$ cat src/rtl/multicycle_sequencer.sv
// Multi-cycle RV32 sequencer: steps FETCH/DECODE/EXEC/MEM/WB, runs the memory
// handshakes, gates IR/PC/RF writes, and provides halt, timeout fault and a retire counter.
//
// state  | meaning
// FETCH  | imem_req high, load IR on imem_ready
// DECODE | check opcode legality
// EXEC   | choose MEM or WB from mem_read/mem_write
// MEM    | dmem_req high until dmem_ready
// WB     | pc_we, rf_we, retire; park if halt_req
// HALT   | parked until halt_req drops
// FAULT  | illegal opcode or memory timeout; only rst exits
module multicycle_sequencer #(
  parameter int TIMEOUT = 255
) (
  input  logic        clk,
  input  logic        rst,
  input  logic [6:0]  opcode,
  input  logic        reg_write,
  input  logic        mem_read,
  input  logic        mem_write,
  input  logic        halt_req,
  input  logic        imem_ready,
  input  logic        dmem_ready,
  output logic        imem_req,
  output logic        dmem_req,
  output logic        dmem_we,
  output logic        ir_we,
  output logic        pc_we,
  output logic        rf_we,
  output logic        halted,
  output logic        fault,
  output logic [2:0]  state,
  output logic [31:0] retired
);

  typedef enum logic [2:0] {
    S_FETCH  = 3'd0,
    S_DECODE = 3'd1,
    S_EXEC   = 3'd2,
    S_MEM    = 3'd3,
    S_WB     = 3'd4,
    S_HALT   = 3'd5,
    S_FAULT  = 3'd6
  } state_t;

  // A zero TIMEOUT still needs a 1-bit counter to keep the declarations legal.
  localparam int CW = (TIMEOUT > 0) ? $clog2(TIMEOUT + 1) : 1;
  localparam logic [CW-1:0] WAIT_LIMIT = CW'(TIMEOUT - 1);

  state_t        state_q, state_d;
  logic [CW-1:0] wait_cnt_q, wait_cnt_d;
  logic [31:0]   retired_q, retired_d;
  logic          mem_wait;
  logic          timed_out;

  function automatic logic is_legal(input logic [6:0] op);
    case (op)
      7'b0110011, 7'b0000011, 7'b0010011, 7'b0100011,
      7'b1100011, 7'b1101111, 7'b0110111, 7'b0010111: is_legal = 1'b1;
      default:                                        is_legal = 1'b0;
    endcase
  endfunction

  always_comb begin
    state_d    = state_q;
    wait_cnt_d = '0;
    retired_d  = retired_q;
    mem_wait   = ((state_q == S_FETCH) && !imem_ready) ||
                 ((state_q == S_MEM) && !dmem_ready);
    timed_out  = (TIMEOUT != 0) && mem_wait && (wait_cnt_q == WAIT_LIMIT);

    if (mem_wait && !timed_out) begin
      wait_cnt_d = wait_cnt_q + CW'(1);
    end

    case (state_q)
      S_FETCH: begin
        if (imem_ready)     state_d = S_DECODE;
        else if (timed_out) state_d = S_FAULT;
      end
      S_DECODE: state_d = is_legal(opcode) ? S_EXEC : S_FAULT;
      S_EXEC:   state_d = (mem_read || mem_write) ? S_MEM : S_WB;
      S_MEM: begin
        if (dmem_ready)     state_d = S_WB;
        else if (timed_out) state_d = S_FAULT;
      end
      S_WB: begin
        retired_d = retired_q + 32'd1;
        state_d   = halt_req ? S_HALT : S_FETCH;
      end
      S_HALT: begin
        if (!halt_req) state_d = S_FETCH;
      end
      S_FAULT:  state_d = S_FAULT;
      default:  state_d = S_FETCH;
    endcase
  end

  always_ff @(posedge clk or posedge rst) begin
    if (rst) begin
      state_q    <= S_FETCH;
      wait_cnt_q <= '0;
      retired_q  <= '0;
    end else begin
      state_q    <= state_d;
      wait_cnt_q <= wait_cnt_d;
      retired_q  <= retired_d;
    end
  end

  // Reset parks the state in FETCH, so only the fetch strobes need explicit gating.
  assign imem_req = (state_q == S_FETCH) && !rst;
  assign ir_we    = imem_req && imem_ready;
  assign dmem_req = (state_q == S_MEM);
  assign dmem_we  = dmem_req && mem_write;
  assign pc_we    = (state_q == S_WB);
  assign rf_we    = pc_we && reg_write;
  assign halted   = (state_q == S_HALT);
  assign fault    = (state_q == S_FAULT);
  assign state    = state_q;
  assign retired  = retired_q;

endmodule

$ cat config.mk
export PLATFORM = sky130hd
export DESIGN_NAME = multicycle_sequencer
export DESIGN_NICKNAME = d
export VERILOG_FILES = /design/src/rtl/multicycle_sequencer.sv
export SDC_FILE = /design/constraint.sdc
export NUM_CORES = 1
export LEC_CHECK = 0
export CELL_PAD_IN_SITES_DETAIL_PLACEMENT = 1
export CELL_PAD_IN_SITES_GLOBAL_PLACEMENT = 2
export CORE_UTILIZATION = 28
export CTS_BUF_LIST = sky130_fd_sc_hd__clkbuf_8
export DETAILED_ROUTE_END_ITERATION = 10
export PLACE_DENSITY_LB_ADDON = 0.1
export SLEW_MARGIN = 25
export SYNTH_ARGS = -nofsm -noshare
export SYNTH_HDL_FRONTEND = slang
export SYNTH_SLANG_ARGS = --single-unit
export TNS_END_PERCENT = 10
$ cat constraint.sdc
create_clock -name clk -period 1.5 [get_ports clk]
set_input_delay 0.3 -clock clk [delete_from_list [all_inputs] [get_ports clk]]
set_output_delay 0.3 -clock clk [all_outputs]
set_load 0.01 [all_outputs]
==> key figures, run 1 <==
Run status
  • Status: finished with violations
  • Failing checks: setup timing

Global route
  • Initial antenna violation count: 0
  • Aggregate global routing overflow: 0
  • GRT Total Usage: 14.7%
  • Number of global-route vias before repair: 2,071
  • Largest net degree at the start of global routing: 41
  • First-pass GRT wire length: ~9.7 mm

CTS
  • Clk_lat worst skew: 0.29 ns
  • H-tree levels: 2
  • TritonCTS clock tree: yes
  • CTS buffer count: 5
  • CTS Hold Bufs: 0
  • CTS root buffer: clkbuf_8
  • CTS Sinks: 43
  • Clock transition at the registers of the reported paths: approximately 0.07 ns
  • Clock Path Buffers: 2

Timing
  • Setup WS post-layout: -0.226 ns
  • Worst-margin pin slew: 0.367 ns
  • Final setup viols: 43
  • Setup Skew: 0.00783 ns
  • RSZ-0062 raised after global routing: true
  • Final worst path period share: 115%
  • Final Slew Violations: 0
  • Clock period minus worst slack: approximately 1.7 ns
  • Fin. Hold Viols: 0
  • Max Clk Rate: 579 MHz
  • Slew HR: ~75%

Layout
  • Layout cells sized above 1: 26.8%
  • Final std cells w/o fill: approximately 400
  • Design Area, Final: 3300 um2
  • Fill count: 857
  • Area grow syn2layout: 51.0%
  • # diodes: 0
  • Nets: 324
  • Fin util: around 45%

Critical path
  • Max incr delay on CP: 0.43 ns
  • Cells on worst reg2reg path: 6
  • CP max stage cell: dfrtp_2
  • Start of the worst register-to-register path: state[0]
  • R2R Path End: retired[28]
  • CP Capture Type: output pin
  • Worst EP arrival: 1.43 ns
  • Critical path type: register to output pin
  • Crit Path Max Fanout: 4
  • CP cell instances: or3_4 -> nor2_4 -> and2_4 -> buf_6
  • CP Launch Type: register
  • Worst reg-to-reg setup slack: -0.15 ns
  • Critical path data required time: 1.20 ns

Synthesis
  • Mapped Area: between 2000 and 2500 um2
  • Synth top area share: between 40% and 50%
  • Post-synth ARST share: 100%
  • Yosys Warn Count: 0
  • Dominant synthesized flop cell: dfrtp_1
  • Sequential element share of the synthesized area: between 40% and 50%
  • Synthesized area per cell: 10.8 um2
  • Top cells by area, synth: dfrtp_1, xnor2_1, nor4_4, nand3_1, nand4_1
  • EDFF count, synth: 0
  • Post-synthesis cell type count: 37
  • Post-synthesis net count: 221
  • Cell accounting for the most synthesized area: dfrtp_1
  • Top cells by count, synth: dfrtp_1, xnor2_1, nor2_1, nand3_1, nand2_1
  • Mapped Cells: 203
  • Most common cell in the netlist: dfrtp_1
  • Yosys reg bits: 43

Place
  • Post-place instance area: roughly 3200 um2
  • Dpl ws: -0.392 ns
  • Placed cell count: just under 400
  • I/O Buffers: 57
  • Routability cong.: 0.847
  • HPWL after detailed placement: 4.12 mm

Die
  • Io pins: just under 60
  • # rows: 31
  • Core Area: 7410 um2
  • Initial core utilization: 29.5%
  • Die area: 8160 um2
  • Die W: 90.4 um
  • Floorplan die height: roughly 90 um

Job
  • Maxcap violations: 0

Route
  • Initial DRC count: 57
  • Number of antenna-violating nets in the routed design: 0
  • WL per Instance: 13.3 um
  • DRC: 0
  • Via/cell ratio: approximately 4.6
  • Drt pass-1 iters: 4
  • Total wire length: 5.38 mm
  • Via count: 1,845

Power and ir drop
  • P per Cell Area: between 1000 and 1500 nW/um2
  • Peak supply drop: between 500 and 600 uV
  • Total power: 3.76 mW
  • Static Leakage: 1.65 nW

Min path
  • Tightest Hold Check Type: input pin to asynchronous set/reset pin
==> cell usage in the layout, fill, tap and decap left out, types with 5 or more instances in the layout <==
| cell type | count |
|---|---|
| xor2_1 | 7 |
| nand4_1 | 12 |
| clkdlybuf4s50_1 | 14 |
| nor2_1 | 16 |
| nand3_1 | 16 |
| clkbuf_8 | 5 |
| xnor2_1 | 30 |
| dfrtp_1 | 42 |
| buf_2 | 5 |
| inv_1 | 8 |
| and3_1 | 6 |
| buf_4 | 40 |
| dlygate4sd2_1 | 30 |
| nand2_1 | 13 |
==> critical path, delay by kind of cell, from the launching register on <==
kind          cells  cell delay (ns)
simple gates      3             0.62
flops             1             0.43
buf+inv           1             0.09
==> flip-flops by register name, indices dropped and copies added, names as in the netlist <==
register and cells:
retired 32, state 3, wait_cnt_q 8
==> metrics by stage <==
| step | hold slack, ns | TNS, ns |
|---|---|---|
| 2_1_floorplan | 0.399 | -0.502 |
| 3_3_place_gp | 0.461 | -9.20 |
| 3_5_place_dp | 0.466 | -10.23 |
| 4_1_cts | 0.317 | -5.25 |
| 5_1_grt | 0.326 | -8.34 |
| 6_report | 0.314 | -3.79 |
==> cell type report <==
type,count,area [um2],share of cell area [%]
multi-input cells,148,1100,33.4
flip-flops and latches,43,1080,32.6
clock buffers,5,68.8,2.08
repair buffers,100,862,26.1
well taps,99,124,3.75
inverters,8,32.5,0.986
clock inverters,2,33.8,1.02
==> cells by family after synthesis <==
| kind of cell | after synthesis | share of synthesized area [%] |
|---|---|---|
| fa+ha+maj | 3 | 1.72 |
| simple gates | 93 | 27.2 |
| xor+xnor | 37 | 14.8 |
| compound gates | 14 | 4.12 |
| buf+inv | 12 | 2.35 |
| mux | 1 | 0.515 |
| flops | 43 | 49.2 |
==> per-layer routing <==
metal	track usage [%]	wire length [um]	vias up
met5	0	0	-
met4	3.63	55	0
met3	3.37	187	6
met2	26.6	2820	41
met1	17.4	2310	888
li1	-	-	910
==> power breakdown <==
group	leakage [nW]	switching [mW]	internal (mW)	total, mW
sequential	0.587	0.0969	1.28	1.38
clock	0.0554	0.378	0.482	0.860
combinational	1.01	0.740	0.774	1.51
total	1.65	1.21	2.54	3.76
==> how the worst max path moves through the flow <==
stage | cells past startpoint | from | to | slack (ns)
final | 4 | state[2] | ir_we | -0.23
after global routing | 6 | state[0] | retired[26] | -0.28
after CTS | 4 | state[0] | ir_we | -0.26
after detailed placement | 4 | state[2] | ir_we | -0.39
after global placement | 4 | state[2] | ir_we | -0.37
after floorplan | 4 | state[2] | ir_we | -0.07
==> repair_timing <==
item,in CTS,in global routing
cloned,0,0
endpoints found under the setup margin,79,49
gates resized for setup,76,9
setup buffers,1,2
pin swaps,11,5
(Power assumes the default switching activity.)
==> run 2: changes to the inputs <==
--- a/config.mk
+++ b/config.mk
@@ -5,9 +5,10 @@
 export SDC_FILE = /design/constraint.sdc
 export NUM_CORES = 1
 export LEC_CHECK = 0
+export ABC_AREA = 1
 export CELL_PAD_IN_SITES_DETAIL_PLACEMENT = 1
 export CELL_PAD_IN_SITES_GLOBAL_PLACEMENT = 2
-export CORE_UTILIZATION = 28
+export CORE_UTILIZATION = 26
 export CTS_BUF_LIST = sky130_fd_sc_hd__clkbuf_8
 export DETAILED_ROUTE_END_ITERATION = 10
 export PLACE_DENSITY_LB_ADDON = 0.1
==> key figures, run 2 <==
Layout
  • Layout cells sized above 1: 30.9% (+4.1 points)
  • Most frequent cells in the layout: nand2_1, buf_4, inv_1, nor2_1, dfrtp_1
  • Max FFs per register: 32 (unchanged)
  • Final std cells w/o fill: 667 (+65%)
  • Design Area, Final: 4280 um2 (+30%)
  • # diodes: 0 (unchanged)
  • Area grow syn2layout: 59.0%
  • Nets: 551 (+70%)
  • Fin util: 43.2% (-1.4 points)
  • Most common cell after layout, fill and taps aside: nand2_1

CTS
  • CTS Hold Bufs: 0 (unchanged)
  • Clock transition at the registers of the reported paths: 0.09 ns (+0.02 ns)
  • Clk_lat worst skew: 0.30 ns (about the same)
  • Clock Path Buffers: 2 (unchanged)
  • TritonCTS clock tree: yes
  • CTS Sinks: 43 (unchanged)
  • CTS buffer count: 5 (unchanged)
  • H-tree levels: 2 (unchanged)
  • CTS root buffer: clkbuf_8

Die
  • Floorplan die height: 104 um (+15%)
  • Initial core utilization: 27.1% (-2.4 points)
  • Die W: 104 um (+15%)
  • Io pins: 58 (unchanged)
  • # rows: 36 (+16%)
  • Core Area: 9910 um2 (+34%)
  • Die area: 10,800 um2 (+32%)

Job
  • Maxcap violations: 0 (unchanged)

Synthesis
  • Post-synthesis net count: 412 (+86%)
  • Largest family of logic cells by synthesized area: simple AND/OR/NAND/NOR gates
  • Dominant synthesized flop cell: dfrtp_1
  • Post-synth ARST share: 100% (unchanged)
  • Post-synthesis cell type count: 26 (-30%)
  • Synth Area in Adders: 1.40% (-0.32 points)
  • Mapped Cells: 394 (+94%)
  • Top cells by area, synth: dfrtp_1, nand2_1, nor2_1, inv_1, nand3_1
  • Synthesized area per cell: 6.83 um2 (-37%)
  • Sequential element share of the synthesized area: 40.0% (-9.2 points)
  • Post-Synth Simple-Gate Area: 43.5% (+16 points)
  • Post-synthesis compound-gate area fraction: 1.53% (-2.6 points)
  • Yosys Warn Count: 0 (unchanged)
  • Cell accounting for the most synthesized area: dfrtp_1
  • Yosys reg bits: 43 (unchanged)
  • Mux share of post-synthesis cell area: 0% (-0.52 points)
  • Mapped Area: 2690 um2 (+23%)
  • XOR/XNOR share of the synthesized area: 5.86% (-9.0 points)
  • Top cells by count, synth: nand2_1, nor2_1, inv_1, dfrtp_1, nand3_1
  • Most common cell in the netlist: nand2_1
  • EDFF count, synth: 0 (unchanged)
  • Synth top area share: 40.0% (-9.2 points)

Critical path
  • CP Launch Type: register
  • Critical path type: register to output pin
  • Worst reg-to-reg setup slack: -0.08 ns (+0.07 ns)
  • Critical path data required time: 1.20 ns (about the same)
  • Max incr delay on CP: 0.42 ns (about the same)
  • Worst EP arrival: 1.37 ns (-0.06 ns)
  • Kind of cell adding the most delay to the critical path: buffers and inverters
  • CP max stage cell: dfrtp_1
  • Levels on crit path: 4 (unchanged)
  • CP bufs+invs: 3 (+2)
  • CP cell instances: buf_6 -> inv_8 -> nor3_4 -> clkdlybuf4s15_1
  • Crit Path Max Fanout: 4 (unchanged)
  • CP Capture Type: output pin
  • Cells on worst reg2reg path: 9 (+3)

Min path
  • Tightest Hold Check Type: input pin to asynchronous set/reset pin

Place
  • Post-place instance area: 3830 um2 (+20%)
  • HPWL after detailed placement: 7.03 mm (+71%)
  • Routability cong.: 0.786 (-7.2%)
  • Dpl ws: -0.340 ns (+0.0528 ns)
  • Placed cell count: 633 (+60%)
  • I/O Buffers: 57 (unchanged)

Power and ir drop
  • Clk pwr share: 17.9% (-5.0 points)
  • NetSw: 1.65 mW (+36%)
  • Gate power share: 49.0% (+8.7 points)
  • Cell internal pwr: 2.64 mW (+3.8%)
  • Static Leakage: 2.12 nW (+28%)
  • Total power: 4.29 mW (+14%)
  • Peak supply drop: 656 uV (+21%)
  • Reg power frac: 33.1% (-3.7 points)
  • Switching Share: 38.5% (+6.1 points)
  • P per Cell Area: 1000 nW/um2 (-12%)

Timing
  • Clock period minus worst slack: 1.67 ns (-0.0604 ns)
  • TNS Setup: -1.50 ns (+2.29 ns)
  • Setup WS post-layout: -0.166 ns (+0.0604 ns)
  • Max Clk Rate: 600 MHz (+3.6%)
  • Final Slew Violations: 0 (unchanged)
  • Final worst path period share: 111% (-4.0 points)
  • Final setup viols: 23 (-47%)
  • Fin. Hold Viols: 0 (unchanged)
  • Worst-margin pin slew: 0.453 ns (+0.0855 ns)
  • Final hold slack: 0.440 ns (+0.126 ns)
  • Setup Skew: 0.0129 ns (+0.00511 ns)
  • RSZ-0062 raised after global routing: true
  • Slew HR: 69.6% (-5.3 points)

Run status
  • Status: finished with violations
  • Failing checks: setup timing

Route
  • Drt pass-1 iters: 4 (unchanged)
  • Via count: 2,904 (+57%)
  • Number of antenna-violating nets in the routed design: 0 (unchanged)
  • WL per Instance: 13.8 um (+4.1%)
  • Total wire length: 9.22 mm (+71%)
  • DRC: 0 (unchanged)
  • Initial DRC count: 58 (+1.8%)
  • Via/cell ratio: 4.35 (-4.4%)

Global route
  • Aggregate global routing overflow: 0 (unchanged)
  • GRT Total Usage: 17.6% (+3.0 points)
  • First-pass GRT wire length: 15.2 mm (+57%)
  • Initial antenna violation count: 0 (unchanged)
  • Largest net degree at the start of global routing: 21 (-49%)
  • Number of global-route vias before repair: 3,127 (+51%)
-- run 2: power by group through the flow --
stage          clock network, mW  logic [mW]  registers, mW
6_report                   0.766        2.10           1.42
3_3_place_gp                   0        1.55           1.45
4_1_cts                    0.797        1.92           1.40
3_5_place_dp                   0        1.57           1.46
2_1_floorplan                  0       0.598           1.53
5_1_grt                    0.845        2.29           1.44
-- run 2: final cells by class --
class | instances | area [um2]
clock inverters | 3 | 16.3
repair buffers | 135 | 1140
fillers | 1249 | 5630
inverters | 50 | 198
multi-input cells | 298 | 1600
clock buffers | 5 | 68.8
well taps | 133 | 166
flip-flops and latches | 43 | 1090
-- run 2: timing repair --
item,in CTS,in global routing
pin swaps,6,13
buffers inserted,15,11
resized for setup,105,51
endpoints found under the setup margin,61,47
-- run 2: final timing paths --
path | end | from
setup reg to reg | wait_cnt_q[2] | state[0]
hold reg to reg | wait_cnt_q[0] | wait_cnt_q[0]
max in group asynchronous | retired[19] | rst
setup / recovery | dmem_req | state[0]
hold / removal | wait_cnt_q[5] | rst
min in group clk | wait_cnt_q[0] | wait_cnt_q[0]
-- run 2: kinds of logic after synthesis --
family,Yosys count
compound gates,7
buf+inv,53
xor+xnor,18
simple gates,270
flops,43
fa+ha+maj,3
-- run 2: tightest hold or removal path: cells and delay by family --
| family | cells | cell delay (ns) |
|---|---|---|
| buffers and inverters | 3 | 0.85 |
-- run 2: metal layers --
metal  wire (um)  GRT usage, %
met2        4440          30.5
met5           0             0
met1        4410          23.4
met4         116          3.98
met3         257          2.39
